## config.mk

```make
export PLATFORM = sky130hd
export DESIGN_NAME = mdu_iter
export DESIGN_NICKNAME = d
export VERILOG_FILES = /design/src/rtl/mdu_iter_pkg.sv /design/src/rtl/mdu_negate.sv /design/src/rtl/mdu_iter.sv
export SDC_FILE = /design/constraint.sdc
export NUM_CORES = 1
export LEC_CHECK = 0
export ABC_AREA = 1
export CORE_MARGIN = 2
export CORE_UTILIZATION = 40
export DETAILED_ROUTE_END_ITERATION = 10
export PLACE_DENSITY = 0.66
export SLEW_MARGIN = 20
export SYNTH_ARGS = -nofsm -noshare
export SYNTH_HDL_FRONTEND = slang
export SYNTH_SLANG_ARGS = --single-unit
```

## constraint.sdc

```tcl
create_clock -name clk -period 3.8 [get_ports clk]
set_clock_uncertainty 0.05 [all_clocks]
set_input_delay 0.38 -clock clk [delete_from_list [all_inputs] [get_ports clk]]
set_output_delay 0.38 -clock clk [all_outputs]
set_load 0.01 [all_outputs]
```

## src/rtl/mdu_iter_pkg.sv

```systemverilog
// Shared MDU operation codes and decode helper for mdu_iter.
// MDU_MADD_EN widens MDUOp to 4 bits and adds the multiply-accumulate codes.
package mdu_iter_pkg;

`ifdef MDU_MADD_EN
    localparam int OP_W = 4;
`else
    localparam int OP_W = 3;
`endif

    localparam logic [OP_W-1:0] MDU_NOP   = OP_W'(0);
    localparam logic [OP_W-1:0] MDU_MULT  = OP_W'(1);
    localparam logic [OP_W-1:0] MDU_MULTU = OP_W'(2);
    localparam logic [OP_W-1:0] MDU_DIV   = OP_W'(3);
    localparam logic [OP_W-1:0] MDU_DIVU  = OP_W'(4);
    localparam logic [OP_W-1:0] MDU_MTHI  = OP_W'(5);
    localparam logic [OP_W-1:0] MDU_MTLO  = OP_W'(6);
`ifdef MDU_MADD_EN
    localparam logic [OP_W-1:0] MDU_MADD  = OP_W'(7);
    localparam logic [OP_W-1:0] MDU_MADDU = OP_W'(8);
    localparam logic [OP_W-1:0] MDU_MSUB  = OP_W'(9);
    localparam logic [OP_W-1:0] MDU_MSUBU = OP_W'(10);
`endif

    typedef struct packed {
        logic mul;
        logic div;
        logic sgn;
        logic mthi;
        logic mtlo;
`ifdef MDU_MADD_EN
        logic acc;
        logic sub;
`endif
    } mdu_dec_t;

    function automatic mdu_dec_t mdu_decode(input logic [OP_W-1:0] op);
        mdu_dec_t d;
        d = '0;
        case (op)
            MDU_MULT:  begin d.mul = 1'b1; d.sgn = 1'b1; end
            MDU_MULTU: d.mul = 1'b1;
            MDU_DIV:   begin d.div = 1'b1; d.sgn = 1'b1; end
            MDU_DIVU:  d.div = 1'b1;
            MDU_MTHI:  d.mthi = 1'b1;
            MDU_MTLO:  d.mtlo = 1'b1;
`ifdef MDU_MADD_EN
            MDU_MADD:  begin d.mul = 1'b1; d.sgn = 1'b1; d.acc = 1'b1; end
            MDU_MADDU: begin d.mul = 1'b1; d.acc = 1'b1; end
            MDU_MSUB:  begin d.mul = 1'b1; d.sgn = 1'b1; d.acc = 1'b1; d.sub = 1'b1; end
            MDU_MSUBU: begin d.mul = 1'b1; d.acc = 1'b1; d.sub = 1'b1; end
`endif
            default: ;
        endcase
        return d;
    endfunction

endpackage

```

## src/rtl/mdu_negate.sv

```systemverilog
// Conditional two's-complement negation of a W-bit value.
module mdu_negate #(
    parameter int W = 64
) (
    input  logic         en,
    input  logic [W-1:0] din,
    output logic [W-1:0] dout
);

    assign dout = en ? ((~din) + W'(1)) : din;

endmodule

```

## src/rtl/mdu_iter.sv

```systemverilog
// Iterative multiply/divide unit owning HI/LO: radix-2 shift-add multiply, restoring divide.
// MDU_MADD_EN adds MADD/MADDU/MSUB/MSUBU accumulation into {HI,LO}.
module mdu_iter
    import mdu_iter_pkg::*;
#(
    parameter int WIDTH = 32,
    parameter int ITER  = 32
) (
    input  logic             clk,
    input  logic             rstn,
    input  logic             Start,
    input  logic [OP_W-1:0]  MDUOp,
    input  logic [WIDTH-1:0] A,
    input  logic [WIDTH-1:0] B,
    output logic [WIDTH-1:0] HI,
    output logic [WIDTH-1:0] LO,
    output logic             Busy,
    output logic             Done
);

    typedef enum logic [1:0] {
        MDU_S_IDLE,
        MDU_S_CALC,
        MDU_S_FIX
    } state_t;

    localparam int CW = $clog2(ITER) + 1;

    state_t          state, state_nxt;
    logic [CW-1:0]   cnt;
    mdu_dec_t        dec;
    logic            accept, dz;
    logic            op_mul, neg_res, rem_neg;
`ifdef MDU_MADD_EN
    logic            op_acc, op_sub;
`endif

    logic [WIDTH-1:0]   a_mag, b_mag;
    logic [WIDTH-1:0]   acc, q, opnd;
    logic [WIDTH:0]     mul_sum, part;
    logic [WIDTH-1:0]   diff;
    logic               ge;
    logic [2*WIDTH-1:0] fix_in, fix_out, hilo_new;
    logic [WIDTH-1:0]   rem_out;

    always_comb begin
        dec    = mdu_decode(MDUOp);
        accept = (state == MDU_S_IDLE) && Start && (dec.mul || dec.div);
        dz     = dec.div && (B == '0);
    end

    mdu_negate #(.W(WIDTH)) u_neg_a (.en(dec.sgn & A[WIDTH-1]), .din(A), .dout(a_mag));
    mdu_negate #(.W(WIDTH)) u_neg_b (.en(dec.sgn & B[WIDTH-1]), .din(B), .dout(b_mag));

    // One iteration step: mul adds into the upper half and shifts right; div trial-subtracts.
    always_comb begin
        mul_sum = {1'b0, acc} + (q[0] ? {1'b0, opnd} : '0);
        part    = {acc, q[WIDTH-1]};
        ge      = (part >= {1'b0, opnd});
        diff    = part[WIDTH-1:0] - opnd;
    end

    always_comb begin
        fix_in = op_mul ? {acc, q} : {{WIDTH{1'b0}}, q};
    end

    mdu_negate #(.W(2*WIDTH)) u_neg_fix (.en(neg_res), .din(fix_in), .dout(fix_out));
    mdu_negate #(.W(WIDTH))   u_neg_rem (.en(rem_neg), .din(acc),    .dout(rem_out));

    always_comb begin
        hilo_new = op_mul ? fix_out : {rem_out, fix_out[WIDTH-1:0]};
`ifdef MDU_MADD_EN
        if (op_acc) begin
            hilo_new = op_sub ? ({HI, LO} - fix_out) : ({HI, LO} + fix_out);
        end
`endif
    end

    always_comb begin
        state_nxt = state;
        case (state)
            MDU_S_IDLE: if (accept) state_nxt = dz ? MDU_S_FIX : MDU_S_CALC;
            MDU_S_CALC: if (cnt == CW'(ITER - 1)) state_nxt = MDU_S_FIX;
            MDU_S_FIX:  state_nxt = MDU_S_IDLE;
            default:    state_nxt = MDU_S_IDLE;
        endcase
    end

    always_ff @(posedge clk or negedge rstn) begin
        if (!rstn) begin
            state   <= MDU_S_IDLE;
            cnt     <= '0;
            HI      <= '0;
            LO      <= '0;
            Busy    <= 1'b0;
            Done    <= 1'b0;
            op_mul  <= 1'b0;
            neg_res <= 1'b0;
            rem_neg <= 1'b0;
`ifdef MDU_MADD_EN
            op_acc  <= 1'b0;
            op_sub  <= 1'b0;
`endif
        end else begin
            state <= state_nxt;
            Busy  <= (state_nxt != MDU_S_IDLE);
            Done  <= (state == MDU_S_FIX);
            cnt   <= (state == MDU_S_CALC) ? cnt + CW'(1) : '0;
            if (accept) begin
                op_mul  <= dec.mul;
                neg_res <= dec.sgn & (A[WIDTH-1] ^ B[WIDTH-1]) & ~dz;
                rem_neg <= dec.div & dec.sgn & A[WIDTH-1] & ~dz;
`ifdef MDU_MADD_EN
                op_acc  <= dec.acc;
                op_sub  <= dec.sub;
`endif
            end
            if (state == MDU_S_FIX) begin
                {HI, LO} <= hilo_new;
            end else if ((state == MDU_S_IDLE) && Start) begin
                if (dec.mthi) HI <= A;
                if (dec.mtlo) LO <= A;
            end
        end
    end

    // Divide-by-zero preloads the fixed result and skips CALC.
    always_ff @(posedge clk) begin
        if (accept) begin
            if (dz) begin
                acc  <= A;
                q    <= '1;
                opnd <= '0;
            end else if (dec.mul) begin
                acc  <= '0;
                q    <= b_mag;
                opnd <= a_mag;
            end else begin
                acc  <= '0;
                q    <= a_mag;
                opnd <= b_mag;
            end
        end else if (state == MDU_S_CALC) begin
            if (op_mul) begin
                acc <= mul_sum[WIDTH:1];
                q   <= {mul_sum[0], q[WIDTH-1:1]};
            end else begin
                acc <= ge ? diff : part[WIDTH-1:0];
                q   <= {q[WIDTH-2:0], ge};
            end
        end
    end

endmodule

```

==> run_results.csv, run 1 <==
group,metric,value,unit
detailed_routing,wl,90300,um
logic_synthesis,synth_area,0.0181,mm2
clock_tree,clock-root-buffer,"clkbuf_16",
logic_synthesis,muxShareOfSynthArea,0,%
logic_synthesis,async_reset_ff_share,44.5,%
global_routing,grt_first_pass_wirelength,131000,um
global_routing,overflow,0,
setup_path,end_kind,"flop",
power,p_per_area,861,mW/mm2
hold_path,holdPathStages,1,
clock_tree,cts_sinks,173,
sta,rsz0062_at_grt,"false",
logic_synthesis,ys_types,53,
clock_tree,cts_resized,0,
clock_tree,htreeDepth,4,
detailed_routing,vias_per_cell,5.77,
placed_design,dp_hpwl,73600,um
setup_path,r2r_cells,15,
sta,fin_crit,3320,ps
logic_synthesis,syn-instance-count,2947,
sta,fmax,0.302,GHz
placed_design,placed_area,0.0203,mm2
global_routing,met3_usage,5.46,%
finish,drive_gt1_share,5.91,%
setup_path,criticalPathCategory,"reg2reg",
setup_path,worstPathRequired,3960,ps
placed_design,placedCellCount,3658,
sta,finalMaxSlewViolations,0,
sta,fin_crit_sh,87.2,%
sta,fin_tns_setup,0,ps
logic_synthesis,synth-compound-area-share,13.5,%
floorplanning,rows,77,
finish,regArea,0.00481,mm2
finish,multi_input_area,0.0113,mm2
global_routing,grt_antenna_before_repair,2,
clock_tree,numCtsBuffers,17,
floorplanning,die_area,0.0470,mm2
detailed_routing,wl_per_cell,24.5,um
setup_path,reg2reg_from,"acc[9]",
clock_tree,insertion_delay,500,ps
detailed_routing,first_iter_violations,2447,
detailed_routing,drtPass1Iterations,6,
power,ir_drop,0.419,mV
hold_path,hold_path_end,"cnt[0]",
detailed_routing,via_count,21300,
floorplanning,die_w,217,um
setup_path,cp.arrival,3480,ps
global_routing,grt_max_degree,65,
setup_path,start_kind,"flop",
sta,hold_viol,0,
setup_path,r2r_end,"acc[1]",
finish,fin_cells,3689,
placed_design,io_buffers,135,
hold_path,hp-start,"cnt[0]",
global_routing,met1_usage,50.1,%
global_routing,busiest_layer,"met2",
setup_path,rrSetupSlack,480,ps
detailed_routing,drc,0,
finish,post-route-util,47.0,%
logic_synthesis,yosysTopAreaCellShare,21.0,%
sta,finalSetupViolCount,0,
clock_tree,cts_tree,"yes",
sta,worstMarginPinSlew,907,ps
setup_path,cp-startpoint,"acc[9]",
finish,design_area,0.0209,mm2
setup_path,crit_fanout,29,
logic_synthesis,synthTopCellsByArea,"nand2_1 21%, edfxtp_1 16%, dfrtp_1 11%",
clock_tree,clkTransAtPathRegs,70,ps
finish,nets,3227,
global_routing,use_met2,59.4,%
floorplanning,ios,136,
logic_synthesis,synth_xor_xnor_area_share,3.39,%
logic_synthesis,synth_fa_ha_area_share,4.99,%
logic_synthesis,ys_seq_elements,173,
logic_synthesis,synth_top_cell_by_area,"nand2_1",
logic_synthesis,ys.flop_type,"edfxtp_1",
finish,area_growth_syn_to_layout,15.4,%
outcome,status,"complete, no violations",
clock_tree,clockBufferDepth,2,
floorplanning,core_area,0.0444,mm2
finish,nFillCells,4835,
logic_synthesis,yosys_warnings,0,
sta,relSlewSlack,39.5,%
floorplanning,dieHeight,217,um
hold_path,hold_class,"reg2reg",
logic_synthesis,seq_area_frac_synth,26.6,%
global_routing,track_usage,38.3,%
power,leakage,10.2,nW
logic_synthesis,synth_top_family_by_area,"simple AND/OR/NAND/NOR gates",
global_routing,grt_pass1_vias,20000,
floorplanning,start_util,40.8,%
placed_design,gp_congestion,1.11,
logic_synthesis,avgSynthCellArea,6.14,um2
power,power,18.0,mW
logic_synthesis,synth_simple_gate_area_share,40.6,%
logic_synthesis,synthesis.nets,3088,
detailed_routing,detail-route-antenna-nets,0,
run,maxCapViolCount,0,
logic_synthesis,synth_edf_count,96,
## state kept, by name, summed over array words and instances, names as in the netlist
| register | count |
|---|---|
| neg_res | 1 |
| Busy | 1 |
| rem_neg | 1 |
| q | 32 |
| state | 2 |
| cnt | 6 |
| Done | 1 |
| acc | 32 |
| LO | 32 |
| HI | 32 |
| opnd | 32 |
| op_mul | 1 |
## cell usage in the layout (no fill, tap or decap), types with 8 or more instances in the layout
master           Yosys  layout
xnor2_1             19      19
clkdlybuf4s50_1      0     134
o21ai_0            126     126
nor2_1             268     264
nand3_1            292     292
nand3b_1             8       8
nand4_1             46      46
o221ai_1            18      18
nor3_1              35      35
buf_4                8      67
a22oi_1             21      21
inv_1              395     395
o211ai_1            33      33
clkbuf_16            0      19
inv_2               16      16
a21oi_1            109     109
nand2_1           1015    1014
xor2_1              51      51
o22ai_1             11      11
ha_1                69      69
nor2_2              12      15
edfxtp_1            96      96
nand3_2             10      10
nor2_4               9      10
dfrtp_1             77      76
o21ai_1             17      17
o21bai_1            20      20
nand2_2             11      12
a31oi_1             20      20
## through the flow
stage	hold WS, ps	setup slack (ps)
global route	459	322
detailed placement	414	562
CTS	424	544
finish	421	485
global placement	399	562
floorplan	34.4	448
## how the worst max path moves through the flow
| stage | end | cells after the start |
|---|---|---|
| final | acc[1] | 15 |
| after detailed placement | acc[1] | 15 |
| after CTS | acc[1] | 15 |
| after global routing | acc[1] | 15 |
| after global placement | acc[1] | 15 |
| after floorplan | acc[0] | 9 |
## logic make-up after synthesis
family / count (synthesis)
fa+ha+maj: 71
simple gates: 1730
flops: 173
xor+xnor: 70
buf+inv: 498
compound gates: 405
## cell type report
cell class / instances / share of cell area (%)
Antenna cell: 1 / 0.0120
Clock buffer: 21 / 2.41
Clock inverter: 8 / 0.323
Inverter: 414 / 7.45
Multi-Input combinational cell: 2276 / 54.2
Sequential cell: 173 / 23.0
Tap cell: 592 / 3.54
Timing Repair Buffer: 204 / 9.07
## cells in the mapped netlist, drive strengths merged, types with 21 or more instances
library cell	count
a22oi	21
clkbuf	41
a21oi	113
xor2	51
nor3	35
ha	69
edfxtp	96
nand4	46
nand3	303
nor2	290
o211ai	34
buf	43
o21ai	149
nand2	1030
dfrtp	77
inv	411
## where the power goes
group          switching [mW]  leakage, nW  total, mW  internal [mW]
sequential               1.16         1.83       4.22           3.07
clock                   0.871        0.285       1.82          0.951
combinational            7.91         8.09       12.0           4.04
total                    9.94         10.2       18.0           8.06
## per-layer routing
layer  wire [um]  up-vias
met2       39500     1068
met1       36800    10100
met4        6720        0
met3        7160      256
li1            -     9888
met5           0        -
## critical path: stages, from the launching register on
cell	delay, ps
edfxtp_1	590
ha_1	480
nand2_1	110
nor2_1	210
nand2_1	120
inv_1	90
nand2_1	50
nand2_1	170
nand2_2	100
nand2_4	350
buf_4	260
nand2_1	100
nand3_1	70
nand2_1	70
nand2_1	80
o21ai_1	90
## timing repair
action                                 in CTS  in global routing
endpoints found under the hold margin      38                  0
buffers inserted                            0                  0
hold buffers                                1                  0
Power figures use the tool's default switching activity.
==> run 2: changes to the inputs <==
SKIP_CTS_REPAIR_TIMING = 1   (was unset)
==> run_results.csv, run 2 (same netlist as run 1, synthesis figures left out) <==
group,metric,value,unit
sta,holdWs,-57.9,ps
floorplanning,core_area,0.0444,mm2
setup_path,start_kind,"flop",
placed_design,dp_hpwl,73600,um
finish,post-route-util,47.0,%
sta,fin_tns_setup,0,ps
sta,worstMarginPinSlew,908,ps
finish,drive_gt1_share,5.91,%
clock_tree,clkTransAtPathRegs,70,ps
floorplanning,die_area,0.0470,mm2
global_routing,grt_antenna_before_repair,2,
sta,finalMaxSlewViolations,0,
detailed_routing,vias_per_cell,5.79,
finish,mostFrequentLayoutCells,"1014 x nand2_1, 395 x inv_1, 292 x nand3_1, 264 x nor2_1, 134 x clkdlybuf4s50_1",
setup_path,reg2reg_from,"acc[9]",
setup_path,end_kind,"flop",
sta,finalSetupViolCount,0,
global_routing,grt_max_degree,65,
setup_path,rrSetupSlack,500,ps
sta,rsz0062_at_grt,"false",
power,power.share.combinational,66.4,%
detailed_routing,drc,0,
detailed_routing,detail-route-antenna-nets,0,
detailed_routing,via_count,21300,
setup_path,criticalPathCategory,"reg2reg",
finish,insertedDiodeCount,0,
floorplanning,ios,136,
detailed_routing,first_iter_violations,2521,
global_routing,track_usage,38.3,%
finish,nets,3226,
setup_path,r2r_cells,15,
placed_design,io_buffers,135,
run,maxCapViolCount,0,
power,leakage,10.2,nW
floorplanning,die_w,217,um
finish,layout_commonest_cell,"nand2_1",
global_routing,grt_pass1_vias,20000,
global_routing,overflow,0,
sta,fin_crit_sh,86.9,%
power,clockPowerShare,10.1,%
sta,fin_crit,3300,ps
floorplanning,start_util,40.8,%
power,power,18.0,mW
clock_tree,clock-root-buffer,"clkbuf_16",
detailed_routing,wl_per_cell,24.5,um
detailed_routing,drtPass1Iterations,6,
setup_path,path_common_cell,"nand2_1",
power,p_per_area,862,mW/mm2
setup_path,max_stage_delay,590,ps
outcome,status,"finished, violations left",
floorplanning,rows,77,
floorplanning,dieHeight,217,um
clock_tree,htreeDepth,4,
power,sw_frac_of_total,55.2,%
sta,fmax,0.303,GHz
setup_path,cp.arrival,3470,ps
setup_path,r2r_end,"acc[1]",
setup_path,critPathSlowestCell,"edfxtp_1",
hold_path,hold_class,"in2async",
global_routing,grt_first_pass_wirelength,131000,um
clock_tree,cts_sinks,173,
finish,area_growth_syn_to_layout,15.3,%
placed_design,gp_congestion,1.11,
detailed_routing,wl,90400,um
sta,relSlewSlack,39.4,%
outcome,violations,"negative hold slack",
power,seq_power_share,23.5,%
clock_tree,cts_tree,"yes",
power,ir_drop,0.419,mV
sta,hold_viol,29,
setup_path,cp_cell_sequence,"ha_1 > nand2_1 > nor2_1 > nand2_1 > inv_1 > nand2_1 > nand2_1 > nand2_2 > nand2_4 > buf_4 > nand2_1 > nand3_1 > nand2_1 > nand2_1 > o21ai_1",
power,switchingPower,9.93,mW
clock_tree,numCtsBuffers,17,
power,p_int,8.06,mW
clock_tree,clockBufferDepth,2,
setup_path,crit_fanout,29,
clock_tree,insertion_delay,500,ps
setup_path,worstPathRequired,3960,ps
-- run 2: layout make-up --
class / instances / area, um2
repair buffers: 203 / 1880
fillers: 4837 / 23500
well taps: 592 / 741
inverters: 414 / 1560
multi-input cells: 2276 / 11300
clock buffers: 21 / 503
flip-flops and latches: 173 / 4810
clock inverters: 8 / 67.6
-- run 2: worst max path at each step --
stage | slack, ps | startpoint | endpoint
after global placement | 560 | acc[2] | acc[1]
after floorplan | 450 | MDUOp[1] | acc[0]
after CTS | 540 | acc[2] | acc[1]
final | 500 | acc[9] | acc[1]
after detailed placement | 560 | acc[2] | acc[1]
after global routing | 320 | acc[14] | acc[1]
-- run 2: power groups by stage --
| stage | clock network (mW) | logic, mW | registers, mW |
|---|---|---|---|
| 6_report | 1.82 | 12.0 | 4.22 |
| 3_5_place_dp | 0 | 11.7 | 4.23 |
| 2_1_floorplan | 0 | 7.44 | 3.85 |
| 3_3_place_gp | 0 | 11.7 | 4.22 |
| 4_1_cts | 1.83 | 11.7 | 4.20 |
| 5_1_grt | 1.90 | 13.1 | 4.27 |
-- run 2: worst max-delay path, delay by kind of cell, from the launching register on --
family,cells,cell delay [ps]
AND/OR/NAND/NOR,11,1440
flip-flops,1,590
adder cells (fa/ha/maj),1,480
buffers and inverters,2,350
AO/OA/AOI/OAI,1,90
-- run 2: per-layer routing --
| layer | track usage [%] | routed length (um) |
|---|---|---|
| met2 | 59.4 | 39700 |
| met5 | 0 | 0 |
| met3 | 5.46 | 7840 |
| met1 | 50.1 | 36200 |
| met4 | 24.9 | 6590 |
-- run 2: metrics by stage --
step | hold WS, ps | cells | setup WS (ps) | cell area [um2]
floorplan | 34.4 | 2947 | 448 | 18100
global placement | 399 | 3658 | 562 | 20300
detailed placement | 414 | 3658 | 562 | 20300
CTS | -33.5 | 3687 | 544 | 20900
global route | 13.8 | 3687 | 322 | 20900
finish | -57.9 | 3687 | 497 | 20900
